`config.mk`:
```
export PLATFORM = sky130hd
export DESIGN_NAME = multi_stage_pipeline_controller_flat
export DESIGN_NICKNAME = d
export VERILOG_FILES = /design/src/rtl/multi_stage_pipeline_controller_pkg.sv /design/src/rtl/multi_stage_pipeline_controller_if.sv /design/src/rtl/multi_stage_pipeline_controller_event_counter.sv /design/src/rtl/multi_stage_pipeline_controller.sv /design/src/flat_wrapper.sv
export SDC_FILE = /design/constraint.sdc
export NUM_CORES = 1
export LEC_CHECK = 0
export CAP_MARGIN = 0
export CORE_UTILIZATION = 35
export CTS_CLUSTER_DIAMETER = 40
export DETAILED_ROUTE_END_ITERATION = 12
export GPL_ROUTABILITY_DRIVEN = 0
export GPL_TIMING_DRIVEN = 0
export HOLD_SLACK_MARGIN = 0.03
export PLACE_DENSITY_LB_ADDON = 0.2
export SYNTH_ARGS = -nofsm -noshare
export SYNTH_HDL_FRONTEND = slang
export SYNTH_HIERARCHICAL = 1
export SYNTH_SLANG_ARGS = --single-unit
```
`constraint.sdc`:
```
create_clock -name clk -period 3.4 [get_ports clk]
set_input_delay 0.68 -clock clk [delete_from_list [all_inputs] [get_ports clk]]
set_output_delay 0.68 -clock clk [all_outputs]
set_load 0.005 [all_outputs]
```
`src/rtl/multi_stage_pipeline_controller_pkg.sv`:
```
// ----------------------------------------------------------------------------
// PipelineControllerTypes
// Shared types for the multi-stage pipeline controller.
//   SerializeState : serialise/drain FSM encoding
//   StageIndex     : unsigned stage index used for flush-range compares
//   clamp_index    : limits a requested flush index to the oldest stage
// ----------------------------------------------------------------------------
package PipelineControllerTypes;

    typedef enum logic [0:0] {
        IDLE  = 1'b0,
        DRAIN = 1'b1
    } SerializeState;

    typedef int unsigned StageIndex;

    function automatic StageIndex clamp_index(input StageIndex idx, input StageIndex last_idx);
        return (idx > last_idx) ? last_idx : idx;
    endfunction

endpackage

```
`src/rtl/multi_stage_pipeline_controller_if.sv`:
```
// ----------------------------------------------------------------------------
// multi_stage_pipeline_controller_if
// Request/status bundle between the pipeline and its controller.
//   master : pipeline side, drives stall/flush/serialise requests
//   slave  : controller side, drives stall/flush/bubble enables and status
// Signals:
//   stallReq, stageValid   per-stage request / valid
//   flushReq, flushIndex   flush stages 0..flushIndex
//   serializeReq           serialising instruction waiting at its stage
//   stall, flush, bubble   per-stage enables
//   serializeDone          downstream drained
//   stallTimeout           stall watchdog expired
//   stallCycles, flushCount wrapping event counters
// ----------------------------------------------------------------------------
interface multi_stage_pipeline_controller_if #(
    parameter int STAGE_COUNT   = 6,
    parameter int COUNTER_WIDTH = 32
) ();
    localparam int IDX_W = $clog2(STAGE_COUNT);

    logic [STAGE_COUNT-1:0]   stallReq;
    logic [STAGE_COUNT-1:0]   stageValid;
    logic                     flushReq;
    logic [IDX_W-1:0]         flushIndex;
    logic                     serializeReq;
    logic [STAGE_COUNT-1:0]   stall;
    logic [STAGE_COUNT-1:0]   flush;
    logic [STAGE_COUNT-1:0]   bubble;
    logic                     serializeDone;
    logic                     stallTimeout;
    logic [COUNTER_WIDTH-1:0] stallCycles;
    logic [COUNTER_WIDTH-1:0] flushCount;

    modport master (
        output stallReq, stageValid, flushReq, flushIndex, serializeReq,
        input  stall, flush, bubble, serializeDone, stallTimeout, stallCycles, flushCount
    );

    modport slave (
        input  stallReq, stageValid, flushReq, flushIndex, serializeReq,
        output stall, flush, bubble, serializeDone, stallTimeout, stallCycles, flushCount
    );
endinterface

```
`src/rtl/multi_stage_pipeline_controller_event_counter.sv`:
```
// ----------------------------------------------------------------------------
// pipeline_event_counter
// Free-running event counter, wraps modulo 2^WIDTH.
//   clk   : clock
//   clr   : synchronous clear (has priority over en)
//   en    : count this cycle
//   count : current count
// ----------------------------------------------------------------------------
module pipeline_event_counter #(
    parameter int WIDTH = 32
) (
    input  logic             clk,
    input  logic             clr,
    input  logic             en,
    output logic [WIDTH-1:0] count
);
    logic [WIDTH-1:0] count_q;
    logic [WIDTH-1:0] count_d;

    always_comb begin
        count_d = count_q;
        if (clr) begin
            count_d = '0;
        end else if (en) begin
            count_d = count_q + 1'b1;
        end
    end

    always_ff @(posedge clk) begin
        count_q <= count_d;
    end

    assign count = count_q;
endmodule

```
`src/rtl/multi_stage_pipeline_controller.sv`:
```
// ----------------------------------------------------------------------------
// multi_stage_pipeline_controller
// Drives per-stage stall/flush/bubble enables for an STAGE_COUNT-deep pipeline
// (stage 0 = fetch, youngest). Adds a serialise/drain FSM, a stall watchdog and
// two wrapping event counters.
// Ports:
//   clk, rst : clock, synchronous active-high reset
//   pc       : controller side (slave) of multi_stage_pipeline_controller_if
//
// Serialise FSM:
//   state | meaning
//   IDLE  | no serialising instruction outstanding
//   DRAIN | holding stages 0..SERIALIZE_STAGE until older stages are empty
// ----------------------------------------------------------------------------
module multi_stage_pipeline_controller
    import PipelineControllerTypes::*;
#(
    parameter int STAGE_COUNT     = 6,
    parameter int SERIALIZE_STAGE = 2,
    parameter int STALL_LIMIT     = 1023,
    parameter int COUNTER_WIDTH   = 32
) (
    input  logic clk,
    input  logic rst,
    multi_stage_pipeline_controller_if.slave pc
);
    localparam int CNT_W = $clog2(STALL_LIMIT + 1);

    SerializeState          state_q, state_d;
    logic [CNT_W-1:0]       cnt_q, cnt_d;
    logic [STAGE_COUNT-1:0] rs_vec, flush_vec, stall_vec, bubble_vec;
    StageIndex              fi;
    logic                   down_empty;
    logic                   abort;
    logic                   drain_hold;
    logic                   serialize_done;

    assign fi         = clamp_index(StageIndex'(pc.flushIndex), StageIndex'(STAGE_COUNT - 1));
    assign down_empty = ~|pc.stageValid[STAGE_COUNT-1:SERIALIZE_STAGE+1];
    // A flush reaching the serialising stage kills the instruction being drained for.
    assign abort      = pc.flushReq & (fi >= StageIndex'(SERIALIZE_STAGE));

    always_comb begin
        state_d        = state_q;
        drain_hold     = 1'b0;
        serialize_done = 1'b0;
        unique case (state_q)
            IDLE: begin
                if (pc.serializeReq && !abort) begin
                    drain_hold = 1'b1;
                    if (down_empty) begin
                        serialize_done = 1'b1;
                    end else begin
                        state_d = DRAIN;
                    end
                end
            end
            DRAIN: begin
                if (abort) begin
                    state_d = IDLE;
                end else begin
                    drain_hold = 1'b1;
                    if (down_empty) begin
                        serialize_done = 1'b1;
                        state_d        = IDLE;
                    end
                end
            end
            default: state_d = IDLE;
        endcase
        if (rst) begin
            drain_hold     = 1'b0;
            serialize_done = 1'b0;
        end
    end

    always_comb begin
        logic acc;
        acc        = 1'b0;
        rs_vec     = '0;
        flush_vec  = '0;
        stall_vec  = '0;
        bubble_vec = '0;
        // A stall in an older stage backs up every younger stage behind it.
        for (int i = STAGE_COUNT - 1; i >= 0; i--) begin
            acc       = acc | pc.stallReq[i];
            rs_vec[i] = acc;
        end
        for (int i = 0; i < STAGE_COUNT; i++) begin
            flush_vec[i] = pc.flushReq & (StageIndex'(i) <= fi);
            stall_vec[i] = (rs_vec[i] | (drain_hold & (i <= SERIALIZE_STAGE) & ~down_empty))
                           & ~flush_vec[i];
        end
        for (int i = 1; i < STAGE_COUNT; i++) begin
            bubble_vec[i] = stall_vec[i-1] & ~stall_vec[i] & ~flush_vec[i];
        end
        if (rst) begin
            flush_vec  = '1;
            stall_vec  = '0;
            bubble_vec = '0;
        end
    end

    always_comb begin
        cnt_d = cnt_q;
        if (pc.flushReq || !(|pc.stallReq)) begin
            cnt_d = '0;
        end else if (cnt_q != CNT_W'(STALL_LIMIT)) begin
            cnt_d = cnt_q + 1'b1;
        end
    end

    always_ff @(posedge clk) begin
        if (rst) begin
            state_q <= IDLE;
            cnt_q   <= '0;
        end else begin
            state_q <= state_d;
            cnt_q   <= cnt_d;
        end
    end

    assign pc.stall         = stall_vec;
    assign pc.flush         = flush_vec;
    assign pc.bubble        = bubble_vec;
    assign pc.serializeDone = serialize_done;
    assign pc.stallTimeout  = ~rst & (cnt_q == CNT_W'(STALL_LIMIT));

    pipeline_event_counter #(.WIDTH(COUNTER_WIDTH)) u_stall_cycles (
        .clk   (clk),
        .clr   (rst),
        .en    (|stall_vec),
        .count (pc.stallCycles)
    );

    pipeline_event_counter #(.WIDTH(COUNTER_WIDTH)) u_flush_count (
        .clk   (clk),
        .clr   (rst),
        .en    (pc.flushReq),
        .count (pc.flushCount)
    );
endmodule

```
`src/flat_wrapper.sv`:
```
// flat-port wrapper written by rule: the top's interface ports become plain ports
module multi_stage_pipeline_controller_flat import PipelineControllerTypes::*;
#(
    parameter int STAGE_COUNT     = 6,
    parameter int SERIALIZE_STAGE = 2,
    parameter int STALL_LIMIT     = 1023,
    parameter int COUNTER_WIDTH   = 32
)
  (clk, rst, pc_stallReq, pc_stageValid, pc_flushReq, pc_flushIndex, pc_serializeReq, pc_stall, pc_flush, pc_bubble, pc_serializeDone, pc_stallTimeout, pc_stallCycles, pc_flushCount);
  multi_stage_pipeline_controller_if #(.STAGE_COUNT(STAGE_COUNT), .COUNTER_WIDTH(COUNTER_WIDTH)) pc_i ();
  input  logic clk;
  input  logic rst;
  input wire logic [$bits(pc_i.stallReq)-1:0] pc_stallReq;
  input wire logic [$bits(pc_i.stageValid)-1:0] pc_stageValid;
  input wire logic [$bits(pc_i.flushReq)-1:0] pc_flushReq;
  input wire logic [$bits(pc_i.flushIndex)-1:0] pc_flushIndex;
  input wire logic [$bits(pc_i.serializeReq)-1:0] pc_serializeReq;
  output wire logic [$bits(pc_i.stall)-1:0] pc_stall;
  output wire logic [$bits(pc_i.flush)-1:0] pc_flush;
  output wire logic [$bits(pc_i.bubble)-1:0] pc_bubble;
  output wire logic [$bits(pc_i.serializeDone)-1:0] pc_serializeDone;
  output wire logic [$bits(pc_i.stallTimeout)-1:0] pc_stallTimeout;
  output wire logic [$bits(pc_i.stallCycles)-1:0] pc_stallCycles;
  output wire logic [$bits(pc_i.flushCount)-1:0] pc_flushCount;
  assign pc_i.stallReq = pc_stallReq;
  assign pc_i.stageValid = pc_stageValid;
  assign pc_i.flushReq = pc_flushReq;
  assign pc_i.flushIndex = pc_flushIndex;
  assign pc_i.serializeReq = pc_serializeReq;
  assign pc_stall = pc_i.stall;
  assign pc_flush = pc_i.flush;
  assign pc_bubble = pc_i.bubble;
  assign pc_serializeDone = pc_i.serializeDone;
  assign pc_stallTimeout = pc_i.stallTimeout;
  assign pc_stallCycles = pc_i.stallCycles;
  assign pc_flushCount = pc_i.flushCount;
  multi_stage_pipeline_controller #(.STAGE_COUNT(STAGE_COUNT), .SERIALIZE_STAGE(SERIALIZE_STAGE), .STALL_LIMIT(STALL_LIMIT), .COUNTER_WIDTH(COUNTER_WIDTH)) u_core (.clk(clk), .rst(rst), .pc(pc_i));
endmodule
```
==> reports/results.ini, run 1 <==
[outcome]
run_status = finished, final reports clean

[yosys]
synthMuxAreaShare = 0.0745
synth_cells = 457
syn-num-nets = 479
avgSynthCellArea_um2 = 8.45
async_flop_share = 0
synth-compound-area-share = 0.0875
synth_cell_types = 46
netlist_area_mm2 = 0.00386
synth-edff-count = 0
ys_seq_area_frac = 0.389
synth-seq-cells = 75
synthSimpleGateAreaFrac = 0.329
synth_warnings = 6
synthXorXnorAreaFrac = 0.0680
synthAdderAreaFrac = 0.00972
synthFlopType = dfxtp_1
synth_top_family_by_area = simple AND/OR/NAND/NOR gates

[grt]
grtUsageTotal = 0.178
grt_pass1_wl_um = 16400
grt_overflow = 0
first_global_vias = 3503
grt_max_degree = 16
antenna_found_initial = 0

[placed_design]
place_hpwl_um = 7250
place_area_mm2 = 0.00501
dpl.cell_count = 691
io_buffers = 98
place_ws_ns = -0.797

[setup_path]
crit_chain = clkdlybuf4s50_1 > or4_4 > nor4_1 > clkdlybuf4s50_1
path_class = in2out
cpMaxStageDelayCell = or4_4
worstSetupPathDepth = 4
cp.arrival_ns = 2.56
cp_max_fo = 3
r2r-end = u_core/u_stall_cycles/count[17]$_SDFFE_PP0P_
critPathLaunchType = primary input
required_ns = 2.72
crit_start = pc_stallReq[3]
crit_family = buffers and inverters
worstSetupEndpointType = output port
crit_top_cell = clkdlybuf4s50_1
r2r_start = u_core/state_q$_SDFF_PP0_
cp_slowest_stage_delay_ns = 0.58
path_buf_inv = 2
reg2reg_depth = 10
reg2reg_slack_ns = 0.79
cp-endpoint = pc_bubble[2]

[cts]
clockBufferDepth = 2
htreeDepth = 3
clk_pin_slew_ns = 0.07
cts-root-buf = clkbuf_8
clock_latency_ns = 0.35
clock_sinks = 75
ctsHoldBuffers = 0
tritoncts = yes
cts_made_buffers = 9

[final_layout]
diodes = 0
nNetsFinal = 592
final_cells = 710
drive_gt1_frac = 0.111
fin_util = 0.504
layout_common_cells = clkdlybuf4s50_1, dfxtp_1, nor2_1, nand4_1, nor3_1
post-route-cell-area_mm2 = 0.00530
area_growth_pct = 37.1
mostFrequentLayoutCell = clkdlybuf4s50_1

[timing]
slew_headroom = 0.451
tightest_slew_ns = 0.824
drv_slew = 0
max_freq_mhz = 309
rsz0062_at_grt = false
post-route-period-util = 0.952
finalWorstSetupSlack_ns = 0.164
setup_viol = 0
finalHoldViolations = 0
skew_ns = 0.0111
fin_crit_ns = 3.24
fin_setup_tns_ns = 0

[power_and_ir_drop]
p_seq_frac = 0.504
p_leak_uw = 0.00191
p_int_uw = 1370
ir_worst_vdd_v = 0.000158
switching_share = 0.232
power_density_mw_per_mm2 = 337
netSwitchingPower_uw = 413
clock_power_share = 0.413
p_comb_frac = 0.083

[drt]
postRouteAntennaNets = 0
first_pass_iters = 4
drtIter0Drc = 117
wirelength_um = 9960
vias = 3684
vias_per_cell = 5.19
wire_per_inst_um = 14.0
drc_errors = 0

[floorplanning]
start_util = 0.367
die_y_um = 107
die_x_um = 107
row_count = 37
dieArea_mm2 = 0.0115
design.core.area_mm2 = 0.0105
ios = 103

[run]
drv_cap = 0

[worst_hold_path]
hp-class = reg2reg

logic make-up (layout without fill, tap and decap cells):
kind of cell	Yosys count	count (layout)
other cells	1	1
compound gates	52	52
simple gates	234	234
buf+inv	36	153
fa+ha+maj	3	3
xor+xnor	30	30
mux	26	26
flops	75	75
state kept, by name (all words and copies together) (netlist names):
signal,flops
u_core/cnt_q,10
u_core/state_q,1
u_core/u_flush_count/count,32
u_core/u_stall_cycles/count,32
power by group through the flow:
stage	clock network (µW)	registers, µW	logic (µW)
2_1_floorplan	0	917	67.1
3_3_place_gp	0	919	144
3_5_place_dp	0	919	148
4_1_cts	758	899	148
5_1_grt	799	901	161
6_report	736	899	147
stage by stage:
step / power, µW / hold slack, ns
final: 1780 / 0.498
after global routing: 1860 / 0.545
after CTS: 1810 / 0.497
after detailed placement: 1070 / 0.481
after global placement: 1060 / 0.477
after floorplan: 984 / 0.460
area by class of cell:
type | instances | area [µm²]
fill | 999 | 5210
buffer | 22 | 106
timing repair buffer | 103 | 1030
clock buffer | 10 | 128
inverter | 13 | 48.8
tap | 136 | 170
clock inverter | 5 | 78.8
multi-input combinational | 346 | 2230
sequential | 75 | 1500
metal layers:
layer	vias up	track usage	share of wire
li1	1847	-	-
met3	8	0.0498	0.044
met4	0	0.0421	0.0074
met5	-	0	0
met2	77	0.311	0.50
met1	1752	0.215	0.45
repair_timing:
action                                  CTS  global route
cloned                                    0             0
endpoints found under the hold margin     0             0
pin swaps                                 2             1
setup buffers                             2             3
endpoints found under the setup margin   25            16
resized for setup                         1            11
cells in the mapped netlist, types with 9 or more instances:
| cell type | n | area share |
|---|---|---|
| a21oi_1 | 19 | 0.025 |
| clkbuf_1 | 16 | 0.016 |
| dfxtp_1 | 75 | 0.39 |
| inv_1 | 13 | 0.013 |
| mux2_2 | 18 | 0.052 |
| nand2_1 | 21 | 0.020 |
| nand3_1 | 19 | 0.025 |
| nand4_1 | 24 | 0.039 |
| nor2_1 | 69 | 0.067 |
| nor2b_1 | 20 | 0.032 |
| nor3_1 | 25 | 0.032 |
| o21ai_0 | 9 | 0.012 |
| or3_1 | 9 | 0.015 |
| xnor2_1 | 11 | 0.025 |
| xor2_1 | 19 | 0.043 |
how the worst min path moves through the flow:
| stage | startpoint | endpoint | slack [ns] | cells past startpoint |
|---|---|---|---|---|
| after floorplan | u_core/cnt_q[3]$_SDFFE_PP0P_ | u_core/cnt_q[3]$_SDFFE_PP0P_ | 0.46 | 1 |
| after global placement | u_core/cnt_q[3]$_SDFFE_PP0P_ | u_core/cnt_q[3]$_SDFFE_PP0P_ | 0.48 | 1 |
| after detailed placement | u_core/cnt_q[3]$_SDFFE_PP0P_ | u_core/cnt_q[3]$_SDFFE_PP0P_ | 0.48 | 1 |
| after CTS | u_core/cnt_q[3]$_SDFFE_PP0P_ | u_core/cnt_q[3]$_SDFFE_PP0P_ | 0.50 | 1 |
| after global routing | u_core/u_flush_count/count[22]$_SDFFE_PP0P_ | u_core/u_flush_count/count[22]$_SDFFE_PP0P_ | 0.54 | 2 |
| final | u_core/cnt_q[3]$_SDFFE_PP0P_ | u_core/cnt_q[3]$_SDFFE_PP0P_ | 0.50 | 1 |
Power figures use the tool's default switching activity.
==> run 2, diff against run 1 <==
- clock period: 3.4 -> 4.1 ns (I/O delays scaled with it)
==> run 2 against run 1 <==
- hold slack better by 0.0037 ns
- clock skew is 0.0013 ns higher
- final area is 1.4% lower
- global-route usage stayed put
- first-iteration DRC count is 10% higher
- combinational power is 17% lower
- sequential power is 17% lower
- critical path type is now in2reg
- critical endpoint is now u_core/u_stall_cycles/count[26]$_SDFFE_PP0P_
- largest cell class unchanged
==> reports/results.ini, run 2 (synthesis results as in run 1) <==
[outcome]
run_status = finished, final reports clean  ; unchanged

[floorplanning]
dieArea_mm2 = 0.0115  ; unchanged
die_y_um = 107  ; unchanged
row_count = 37  ; unchanged
die_x_um = 107  ; unchanged
start_util = 0.367  ; unchanged
design.core.area_mm2 = 0.0105  ; unchanged
ios = 103  ; unchanged

[final_layout]
area_growth_pct = 35.2  ; was 37.1%
mostFrequentLayoutCell = clkdlybuf4s50_1  ; unchanged
nNetsFinal = 588  ; was 592
drive_gt1_frac = 0.0912  ; was 0.111
layout_common_cells = clkdlybuf4s50_1, dfxtp_1, nor2_1, nor3_1, nand4_1  ; was clkdlybuf4s50_1, dfxtp_1, nor2_1, nand4_1, nor3_1
fin_util = 0.497  ; was 0.504
post-route-cell-area_mm2 = 0.00522  ; was 0.00530 mm²
diodes = 0  ; unchanged

[cts]
htreeDepth = 3  ; unchanged
clockBufferDepth = 2  ; unchanged
post-cts-setup-buffer-count = 0  ; was 2
clk_pin_slew_ns = 0.08  ; was 0.07 ns
cts-root-buf = clkbuf_8  ; unchanged
clock_sinks = 75  ; unchanged
cts_made_buffers = 9  ; unchanged
tritoncts = yes  ; unchanged
ctsHoldBuffers = 0  ; unchanged
post_cts_resized = 0  ; was 1
clock_latency_ns = 0.35  ; about the same

[drt]
vias_per_cell = 5.19  ; about the same
met1Wirelength_um = 4470  ; was 4460 µm
vias = 3666  ; was 3684
drc_errors = 0  ; unchanged
first_pass_iters = 4  ; unchanged
drtIter0Drc = 129  ; was 117
postRouteAntennaNets = 0  ; unchanged
top_layer_used = met4  ; unchanged
wire_per_inst_um = 14.0  ; about the same
wl_met3_um = 445  ; was 438 µm
wirelength_um = 9880  ; was 9960 µm
wl_met2_um = 4890  ; was 4980 µm

[timing]
whs_ns = 0.502  ; was 0.498 ns
fin_crit_ns = 3.67
drv_slew = 0  ; unchanged
post-route-period-util = 0.895
rsz0062_at_grt = false  ; unchanged
tightest_slew_ns = 0.535  ; was 0.824 ns
max_freq_mhz = 273
setup_viol = 0  ; unchanged
finalHoldViolations = 0  ; unchanged
slew_headroom = 0.643  ; was 0.451
skew_ns = 0.0123  ; was 0.0111 ns

[setup_path]
crit_family = compound AO/OA/AOI/OAI gates  ; was buffers and inverters
cpMaxStageDelayCell = clkdlybuf4s50_1  ; was or4_4
cp.arrival_ns = 3.91  ; was 2.56 ns
cp_max_fo = 9  ; was 3
reg2reg_depth = 10  ; unchanged
crit_start = pc_flushIndex[1]  ; was pc_stallReq[3]
crit_top_cell = buf_2  ; was clkdlybuf4s50_1
path_class = in2reg  ; was in2out
path_buf_inv = 3  ; was 2
r2r_start = u_core/state_q$_SDFF_PP0_  ; unchanged
cp_slowest_stage_delay_ns = 0.52  ; was 0.58 ns
worstSetupEndpointType = flop  ; was output port
crit_chain = clkdlybuf4s50_1 > o21a_1 > o311a_1 > a21oi_1 > a2111o_1 > buf_2 > and4_1 > buf_2 > nand4_1 > nor3_1 > mux2_1  ; was clkdlybuf4s50_1 > or4_4 > nor4_1 > clkdlybuf4s50_1
critPathLaunchType = primary input  ; unchanged
worstSetupPathDepth = 11  ; was 4
required_ns = 4.34  ; was 2.72 ns

[worst_hold_path]
hold_path_startpoint = u_core/cnt_q[3]$_SDFFE_PP0P_  ; unchanged
hp-class = reg2reg  ; unchanged
hold_depth = 1  ; unchanged

[power_and_ir_drop]
ir_worst_vdd_v = 0.000152  ; was 0.000158 V
power_uw = 1480  ; was 1780 µW
p_leak_uw = 0.00187  ; was 0.00191 µW
power_density_mw_per_mm2 = 283  ; was 337 mW/mm²

[grt]
grtUsageTotal = 0.178  ; unchanged
antenna_found_initial = 0  ; unchanged
first_global_vias = 3500  ; was 3503
grt_max_degree = 16  ; unchanged
grt_pass1_wl_um = 16400  ; unchanged
grt_overflow = 0  ; unchanged

[run]
drv_cap = 0  ; unchanged

[placed_design]
place_area_mm2 = 0.00501  ; unchanged
place_hpwl_um = 7250  ; unchanged
io_buffers = 98  ; unchanged

-- run 2: cell count changes in the layout (fill, tap and decap cells not counted), sizes merged --
cell	change
buf	-5
clkdlybuf4s50	+4
dlymetal6s2s	-3
clkbuf	+1
dlygate4sd2	-1
-- run 2: per-layer routing --
metal,GRT usage,up-vias
li1,-,1843
met1,0.215,1737
met2,0.311,78
met5,0,-
met4,0.0421,0
met3,0.0498,8
-- run 2: final timing paths --
| check | to | slack, ns |
|---|---|---|
| worst max register to register | u_core/u_stall_cycles/count[26]$_SDFFE_PP0P_ | 1.26 |
| worst max-delay path | u_core/u_stall_cycles/count[26]$_SDFFE_PP0P_ | 0.43 |
| worst min register to register | u_core/cnt_q[3]$_SDFFE_PP0P_ | 0.50 |
| worst min-delay path | u_core/cnt_q[3]$_SDFFE_PP0P_ | 0.50 |
-- run 2: layout make-up --
type	count	area, µm²
Fill cell	999	5290
Multi-Input combinational cell	346	2200
Sequential cell	75	1500
Timing Repair Buffer	98	983
Tap cell	136	170
Clock buffer	10	128
Buffer	23	110
Clock inverter	5	78.8
Inverter	13	48.8
-- run 2: metrics by stage --
stage	TNS [ns]	instances	worst slack, ns
finish	0	706	0.431
global route	0	706	0.161
CTS	0	706	0.129
detailed placement	-1.77	691	-0.237
global placement	-1.57	691	-0.186
floorplan	0	457	1.06
-- run 2: where the power goes --
part	internal, µW	switching (µW)	total [µW]	leakage (µW)
clock	339	272	610	0.000106
sequential	736	9.82	746	0.000605
combinational	61.4	60.6	122	0.00115
